`src/rtl/skew_capture_sequencer_pkg.sv`:
```
// Shared definitions for the skew capture sequencer: FSM state encoding and
// default channel/skew widths.
package skew_capture_sequencer_pkg;

  localparam int unsigned DATA_W_DEF = 1;
  localparam int unsigned SKEW_W_DEF = 4;

  typedef enum logic [2:0] {
    S_IDLE = 3'd0,
    S_CAP1 = 3'd1,
    S_WAIT = 3'd2,
    S_CAP2 = 3'd3,
    S_DONE = 3'd4
  } state_e;

endpackage

```
`src/rtl/skew_capture_sequencer_delay_counter.sv`:
```
// Loadable down-counter that times the gap between the two captures.
// It saturates at zero, so a full-scale delay can never wrap.
module skew_delay_counter #(
  parameter int SKEW_W = 4
) (
  input  logic              clk,
  input  logic              reset_n,
  input  logic              load,
  input  logic [SKEW_W-1:0] load_val,
  input  logic              dec,
  output logic              zero
);

  localparam logic [SKEW_W-1:0] CNT_ONE = SKEW_W'(1);

  logic [SKEW_W-1:0] cnt_q;
  logic [SKEW_W-1:0] cnt_d;

  // Next count: a load wins over a decrement.
  always_comb begin
    cnt_d = cnt_q;
    if (load) begin
      cnt_d = load_val;
    end else if (dec && (cnt_q != '0)) begin
      cnt_d = cnt_q - CNT_ONE;
    end else begin
      cnt_d = cnt_q;
    end
  end

  // Count register.
  always_ff @(posedge clk or negedge reset_n) begin
    if (!reset_n) begin
      cnt_q <= '0;
    end else begin
      cnt_q <= cnt_d;
    end
  end

  assign zero = (cnt_q == '0);

endmodule

```
`src/rtl/skew_capture_sequencer.sv`:
```
// Captures channel 1, waits a programmable skew, captures channel 2 and flags
// whether the two captured words differ. Every output is a flop.
module skew_capture_sequencer
  import skew_capture_sequencer_pkg::*;
#(
  parameter int DATA_W = DATA_W_DEF,
  parameter int SKEW_W = SKEW_W_DEF
) (
  input  logic              clk,
  input  logic              reset_n,
  input  logic              start,
  input  logic [SKEW_W-1:0] skew_cfg,
  input  logic [DATA_W-1:0] d_in1,
  input  logic [DATA_W-1:0] d_in2,
  output logic [DATA_W-1:0] q_out1,
  output logic [DATA_W-1:0] q_out2,
  output logic              cap_en1,
  output logic              cap_en2,
  output logic              busy,
  output logic              done,
  output logic              mismatch
);

  localparam logic [SKEW_W-1:0] SKEW_ONE = SKEW_W'(1);

  state_e            state_q, state_d;
  logic [SKEW_W-1:0] skew_q, skew_d;
  logic [DATA_W-1:0] q_out1_q, q_out1_d;
  logic [DATA_W-1:0] q_out2_q, q_out2_d;
  logic              cap_en1_q, cap_en1_d;
  logic              cap_en2_q, cap_en2_d;
  logic              busy_q, busy_d;
  logic              done_q, done_d;
  logic              mismatch_q, mismatch_d;
  logic              cnt_load_s;
  logic              cnt_dec_s;
  logic              cnt_zero_s;

  skew_delay_counter #(.SKEW_W(SKEW_W)) u_delay_counter (
    .clk      (clk),
    .reset_n  (reset_n),
    .load     (cnt_load_s),
    .load_val (skew_q - SKEW_ONE),
    .dec      (cnt_dec_s),
    .zero     (cnt_zero_s)
  );

  // Next-state, capture and compare logic; pulse flags are decoded from the
  // next state so they line up with the state they describe.
  always_comb begin
    state_d    = state_q;
    skew_d     = skew_q;
    q_out1_d   = q_out1_q;
    q_out2_d   = q_out2_q;
    mismatch_d = mismatch_q;
    cnt_load_s = 1'b0;
    cnt_dec_s  = 1'b0;
    case (state_q)
      S_IDLE: begin
        if (start) begin
          state_d    = S_CAP1;
          skew_d     = skew_cfg;
          mismatch_d = 1'b0;
        end else begin
          state_d = S_IDLE;
        end
      end
      S_CAP1: begin
        q_out1_d = d_in1;
        if (skew_q == '0) begin
          state_d = S_CAP2;
        end else begin
          state_d    = S_WAIT;
          cnt_load_s = 1'b1;
        end
      end
      S_WAIT: begin
        if (cnt_zero_s) begin
          state_d = S_CAP2;
        end else begin
          cnt_dec_s = 1'b1;
        end
      end
      S_CAP2: begin
        q_out2_d   = d_in2;
        mismatch_d = (q_out1_q != d_in2);
        state_d    = S_DONE;
      end
      S_DONE: begin
        state_d = S_IDLE;
      end
      default: begin
        state_d = S_IDLE;
      end
    endcase
    cap_en1_d = (state_d == S_CAP1);
    cap_en2_d = (state_d == S_CAP2);
    done_d    = (state_d == S_DONE);
    busy_d    = (state_d != S_IDLE);
  end

  // State, capture and status registers.
  always_ff @(posedge clk or negedge reset_n) begin
    if (!reset_n) begin
      state_q    <= S_IDLE;
      skew_q     <= '0;
      q_out1_q   <= '0;
      q_out2_q   <= '0;
      cap_en1_q  <= 1'b0;
      cap_en2_q  <= 1'b0;
      busy_q     <= 1'b0;
      done_q     <= 1'b0;
      mismatch_q <= 1'b0;
    end else begin
      state_q    <= state_d;
      skew_q     <= skew_d;
      q_out1_q   <= q_out1_d;
      q_out2_q   <= q_out2_d;
      cap_en1_q  <= cap_en1_d;
      cap_en2_q  <= cap_en2_d;
      busy_q     <= busy_d;
      done_q     <= done_d;
      mismatch_q <= mismatch_d;
    end
  end

  assign q_out1   = q_out1_q;
  assign q_out2   = q_out2_q;
  assign cap_en1  = cap_en1_q;
  assign cap_en2  = cap_en2_q;
  assign busy     = busy_q;
  assign done     = done_q;
  assign mismatch = mismatch_q;

endmodule

```
`config.mk`:
```
export PLATFORM = sky130hd
export DESIGN_NAME = skew_capture_sequencer
export DESIGN_NICKNAME = d
export VERILOG_FILES = /design/src/rtl/skew_capture_sequencer_pkg.sv /design/src/rtl/skew_capture_sequencer_delay_counter.sv /design/src/rtl/skew_capture_sequencer.sv
export SDC_FILE = /design/constraint.sdc
export NUM_CORES = 1
export LEC_CHECK = 0
export CORE_MARGIN = 2
export CORE_UTILIZATION = 53
export CTS_CLUSTER_DIAMETER = 60
export DETAILED_ROUTE_END_ITERATION = 7
export MAX_ROUTING_LAYER = met4
export PLACE_DENSITY = 0.81
export SETUP_SLACK_MARGIN = 0.3
export SYNTH_ARGS = -nofsm -noshare
export SYNTH_HDL_FRONTEND = slang
export SYNTH_SLANG_ARGS = --single-unit
```
`constraint.sdc`:
```
create_clock -name clk -period 4.7 [get_ports clk]
set_input_delay 0.705 -clock clk [delete_from_list [all_inputs] [get_ports clk]]
set_output_delay 0.705 -clock clk [all_outputs]
set_load 0.05 [all_outputs]
```
### Yosys cells after proc, flatten, opt, wreduce, memory -nomap -nowiden

Cells that the tools add are included.

* $add $sub $neg: 2
* eq/ne operators: 8
* reductions and logical operators: 10
* multiplexer cells: 12

Operator list (count)
* one-hot mux 3 bit (4 select lines): 1
* == test 3 x 2 -> 1 bit, second input constant: 3
* logical NOT 4 bit: 2
* 2-to-1 mux 4 bit: 2
* subtractor 4 x 1 -> 4 bit, second input constant: 2
* 2-to-1 mux 1 bit: 7
* == test 3 x 1 -> 1 bit, second input constant: 2
* AND reduction 2 bit: 2
* nonzero test 2 bit: 2
* nonzero test 4 bit: 1
* == test 3 bit, second input constant: 1
* logical NOT 3 bit: 1
* 2-to-1 mux 3 bit: 1
* nonzero test 3 bit: 1
* inequality test 2 bit, second input constant: 1
* one-hot mux 1 bit (2 select lines): 1
* logical AND 1 bit: 1
* inequality test 1 bit: 1

* logic and storage cells: 42
* input bits: 9
* register bits: 18
* output and inout port bits: 7

### Logic depth before layout (Yosys ltp)

* depth in word-level cells: 6
* gate-level depth with buffers: 9
* mapped depth without buffers: 8

### Hierarchy

A second synthesis with hierarchy kept.

* cell total of the unflattened synthesis: 83
* area total of the unflattened synthesis: 922.1 µm²

By module, submodules not included
* skew_capture_sequencer: area each 651.9 µm², times used 1, cells an instance 56, sequential area each 350.3 µm²
* skew_delay_counter: area each 270.3 µm², times used 1, cells an instance 27, sequential area each 100.1 µm²

### Worst setup path before layout

Ideal clock, no wire load.

* kind: register to register
* start: register skew_q[0]
* end: register u_delay_counter.cnt_q[2]
* setup slack: 2.624 ns
* clock period less this slack: 2.076 ns
* data arrival time: 1.943 ns
* buffers on the path: 1
* cell stages (with the launch flop): 10
* setup time: 0.133 ns
* required time: 4.567 ns
* path through: dfrtp_1 or4_1 buf_2 nand2_1 mux2i_1 ha_1 nand2b_1 o21ai_0 a21oi_1 o21ai_0

* longest elaborated chain between the ends: 4
* elaborated cells on any way between the ends: 6
* those cells by class: 1 x add/sub; 3 x mux; 2 x reduce/logical

RTL lines
* from (decl): line skew_capture_sequencer.sv:27 `logic [SKEW_W-1:0] skew_q, skew_d;`
* from (signal assigned): line skew_capture_sequencer.sv:116 `skew_q <= skew_d;`
* branches (longest 4 deep; another with subtractor 4 x 1 -> 4 bit)
* to (signal assigned): line skew_capture_sequencer_delay_counter.sv:36 `cnt_q <= cnt_d;`
* to (decl): line skew_capture_sequencer_delay_counter.sv:16 `logic [SKEW_W-1:0] cnt_q;`

Parallel ways; which one is timed is not known.
A chain may end at the register's enable or synchronous reset.

### Worst setup path after layout

Ends and elaborated chain as after synthesis.

==> metrics <==
die area 0.00197 mm²; nature of the critical path startpoint register; fmax 0.423 GHz; Switch Pwr 335 µW; syn avg cell area 11.1 µm²; Worst Path Buf+Inv 0; CTS Root Cell clkbuf_4; Sw Ratio 0.430; Synth Flop Type dfrtp_1; WL/cell 15.0 µm; drt pass-1 iters 4; Setup WS post-layout 2.34 ns; hold depth 2; final hold violations 0; GR Overflow Total 0; Clock Sinks 18; count of cell types in the netlist 32; clock share of power 0.120; Place WS 2.40 ns; Post-CTS Resized 0; area of the mapped netlist 862 µm²; final setup violation count 0; reg2reg path depth 7; crit path DAT 2.58 ns; Max Buffers Root-to-Sink 2; starting density of the core 0.566; RSZ-0062 raised after global routing no; reg2reg setup slack 2.34 ns; synth-to-layout area growth 22.1%; Skew-Pair Late Insertion Delay 0.28 ns; syn_nets 88; io pins 16; GPL Wtd Cong 0.854; DRC viols 0; Post CTS Setup Buffer Count 0; CTS Buf Count 3; H-tree lvl count 1; internal power 445 µW; synthesized netlist cell count 78; top-area cell type share of the netlist area 0.522; synth warn 0; setup TNS 0 ns; Power Density 741 mW/mm²; crit path max fanout 6; Min-Delay Endpoint q_out2; I/O Buffers 15; ANT nets after route 0; die height 44.3 µm; first-pass GRT wire length 2.86 mm; Final nets 105; Commonest cells post-synth dfrtp_1, o21ai_0, mux2_2, nand2_1, nand2b_1; via count 647; Worst path slowest cell or4_1; Hold/Removal Path Class register to register; critical path capture point type register; Yosys reg bits 18; Max-cap violations 0; metal3 WL 67 µm; skew final 0.00217 ns; period utilisation layout 0.503; Setup Crit Path Kind register to register; hold buffers post-CTS 0; most frequent cell after synthesis dfrtp_1; CP required 4.91 ns; Rows 14; initial antenna violation count 0; via/cell ratio 5.88; status finished, final reports clean; Core Area 0.00152 mm²; Final HPWL DP 1.16 mm; die width 44.3 µm; Reg-to-Reg Start skew_q[0]; Slew headroom 0.481; DRT iter0 DRCs 11; Leak 0.453 nW; TritonCTS clock tree built; Critical Path, Cell by Cell or4_1 > nand2_1 > mux2i_1 > ha_1 > nor4b_1 > a21oi_1 > o21ai_0; layout cells sized above 1 0.160; largest net degree at the start of global routing 19; hold_sp q_out2; CP delay by family, top simple AND/OR/NAND/NOR gates; Worst VDD drop 434 µV; Async SR Flop Fraction 1.00; Synth area leader dfrtp_1; minimum clock period 2.36 ns; ant diodes 0; Worst-path clk slew 0.10 ns; Crit path largest cell delay 0.66 ns; EDFF count, synth 0; combinational share of power 0.494; wl on met1 747 µm; Seq/Total Area, Yosys 0.522; FILL cells 119; final WL 1.65 mm; reg2reg end u_delay_counter.cnt_q[2]; part of the power in registers 0.386; GRT Util Overall 0.206; vias in the first global route 631; WL met2 826 µm; Worst-Margin Slew 0.776 ns; max-slew violation total from the final report 0; uppermost layer routed met4; most area-consuming cells after synthesis dfrtp_1, mux2_2, nand2b_1
registers in the layout, indices dropped and copies added, names as in the netlist:
name,count
u_delay_counter.cnt_q,4
cap_en2,1
q_out2,1
cap_en1,1
skew_q,4
done,1
mismatch,1
state_q,3
busy,1
q_out1,1
power groups by stage:
| stage | registers (mW) | logic [mW] | clock network, mW |
|---|---|---|---|
| 4_1_cts | 0.300 | 0.386 | 0.0989 |
| 3_3_place_gp | 0.299 | 0.375 | 0 |
| 6_report | 0.301 | 0.385 | 0.0932 |
| 2_1_floorplan | 0.350 | 0.231 | 0 |
| 3_5_place_dp | 0.303 | 0.380 | 0 |
| 5_1_grt | 0.314 | 0.417 | 0.103 |
cell type report:
type | instances | area, µm² | area share
Inverter | 2 | 7.51 | 0.00713
Clock buffer | 4 | 36.3 | 0.0345
Multi-Input combinational cell | 55 | 388 | 0.369
Sequential cell | 18 | 450 | 0.428
Tap cell | 16 | 20.0 | 0.0190
Timing Repair Buffer | 15 | 150 | 0.143
worst min-delay path, delay by kind of cell, from the launching register on:
kind | cells | cell delay, ns
DFF | 1 | 0.37
and+or+nand+nor | 2 | 0.10
worst max path at each step:
stage,startpoint,end,slack [ns],cells past startpoint
global route,skew_q[0],u_delay_counter.cnt_q[2],2.16,7
global placement,start,skew_q[0],2.41,3
CTS,skew_q[0],u_delay_counter.cnt_q[2],2.38,7
finish,skew_q[0],u_delay_counter.cnt_q[2],2.34,7
detailed placement,start,skew_q[0],2.40,3
floorplan,skew_q[0],u_delay_counter.cnt_q[2],2.62,9
through the flow:
step	std cells	cell area (µm²)	hold slack (ns)	utilization	power, mW
3_3_place_gp	106	1020	0.472	0.667	0.674
4_1_cts	110	1050	0.498	0.690	0.785
5_1_grt	110	1050	0.546	0.690	0.834
6_report	110	1050	0.501	0.690	0.780
3_5_place_dp	106	1020	0.470	0.667	0.683
2_1_floorplan	78	862	0.409	-	0.582
cells by family (layout without fill, tap and decap cells):
kind of cell | count (synthesis) | count (layout) | synth area share
AND/OR/NAND/NOR | 29 | 29 | 0.205
AO/OA/AOI/OAI | 18 | 18 | 0.144
flip-flops | 18 | 18 | 0.522
multiplexers | 6 | 6 | 0.0769
buffers and inverters | 5 | 21 | 0.0276
adder cells (fa/ha/maj) | 1 | 1 | 0.0145
XOR/XNOR | 1 | 1 | 0.0102
per-layer routing:
layer  vias up  global-route usage
li1        314                   -
met1       310               0.278
met2        21               0.324
met3         2              0.0245
met4         0              0.0727
met5         -                   -
placed cells by master (no fill, tap or decap), types with 2 or more instances in the layout:
cell type,count
dfrtp_1,18
nor2b_1,2
nand2_1,5
a21oi_1,4
o21ai_0,6
inv_1,2
clkbuf_4,3
mux2_2,5
clkdlybuf4s50_1,15
nor3_1,3
a2bb2oi_1,2
nor2_1,3
or2_2,3
nand2b_1,5
(Power assumes the default switching activity.)
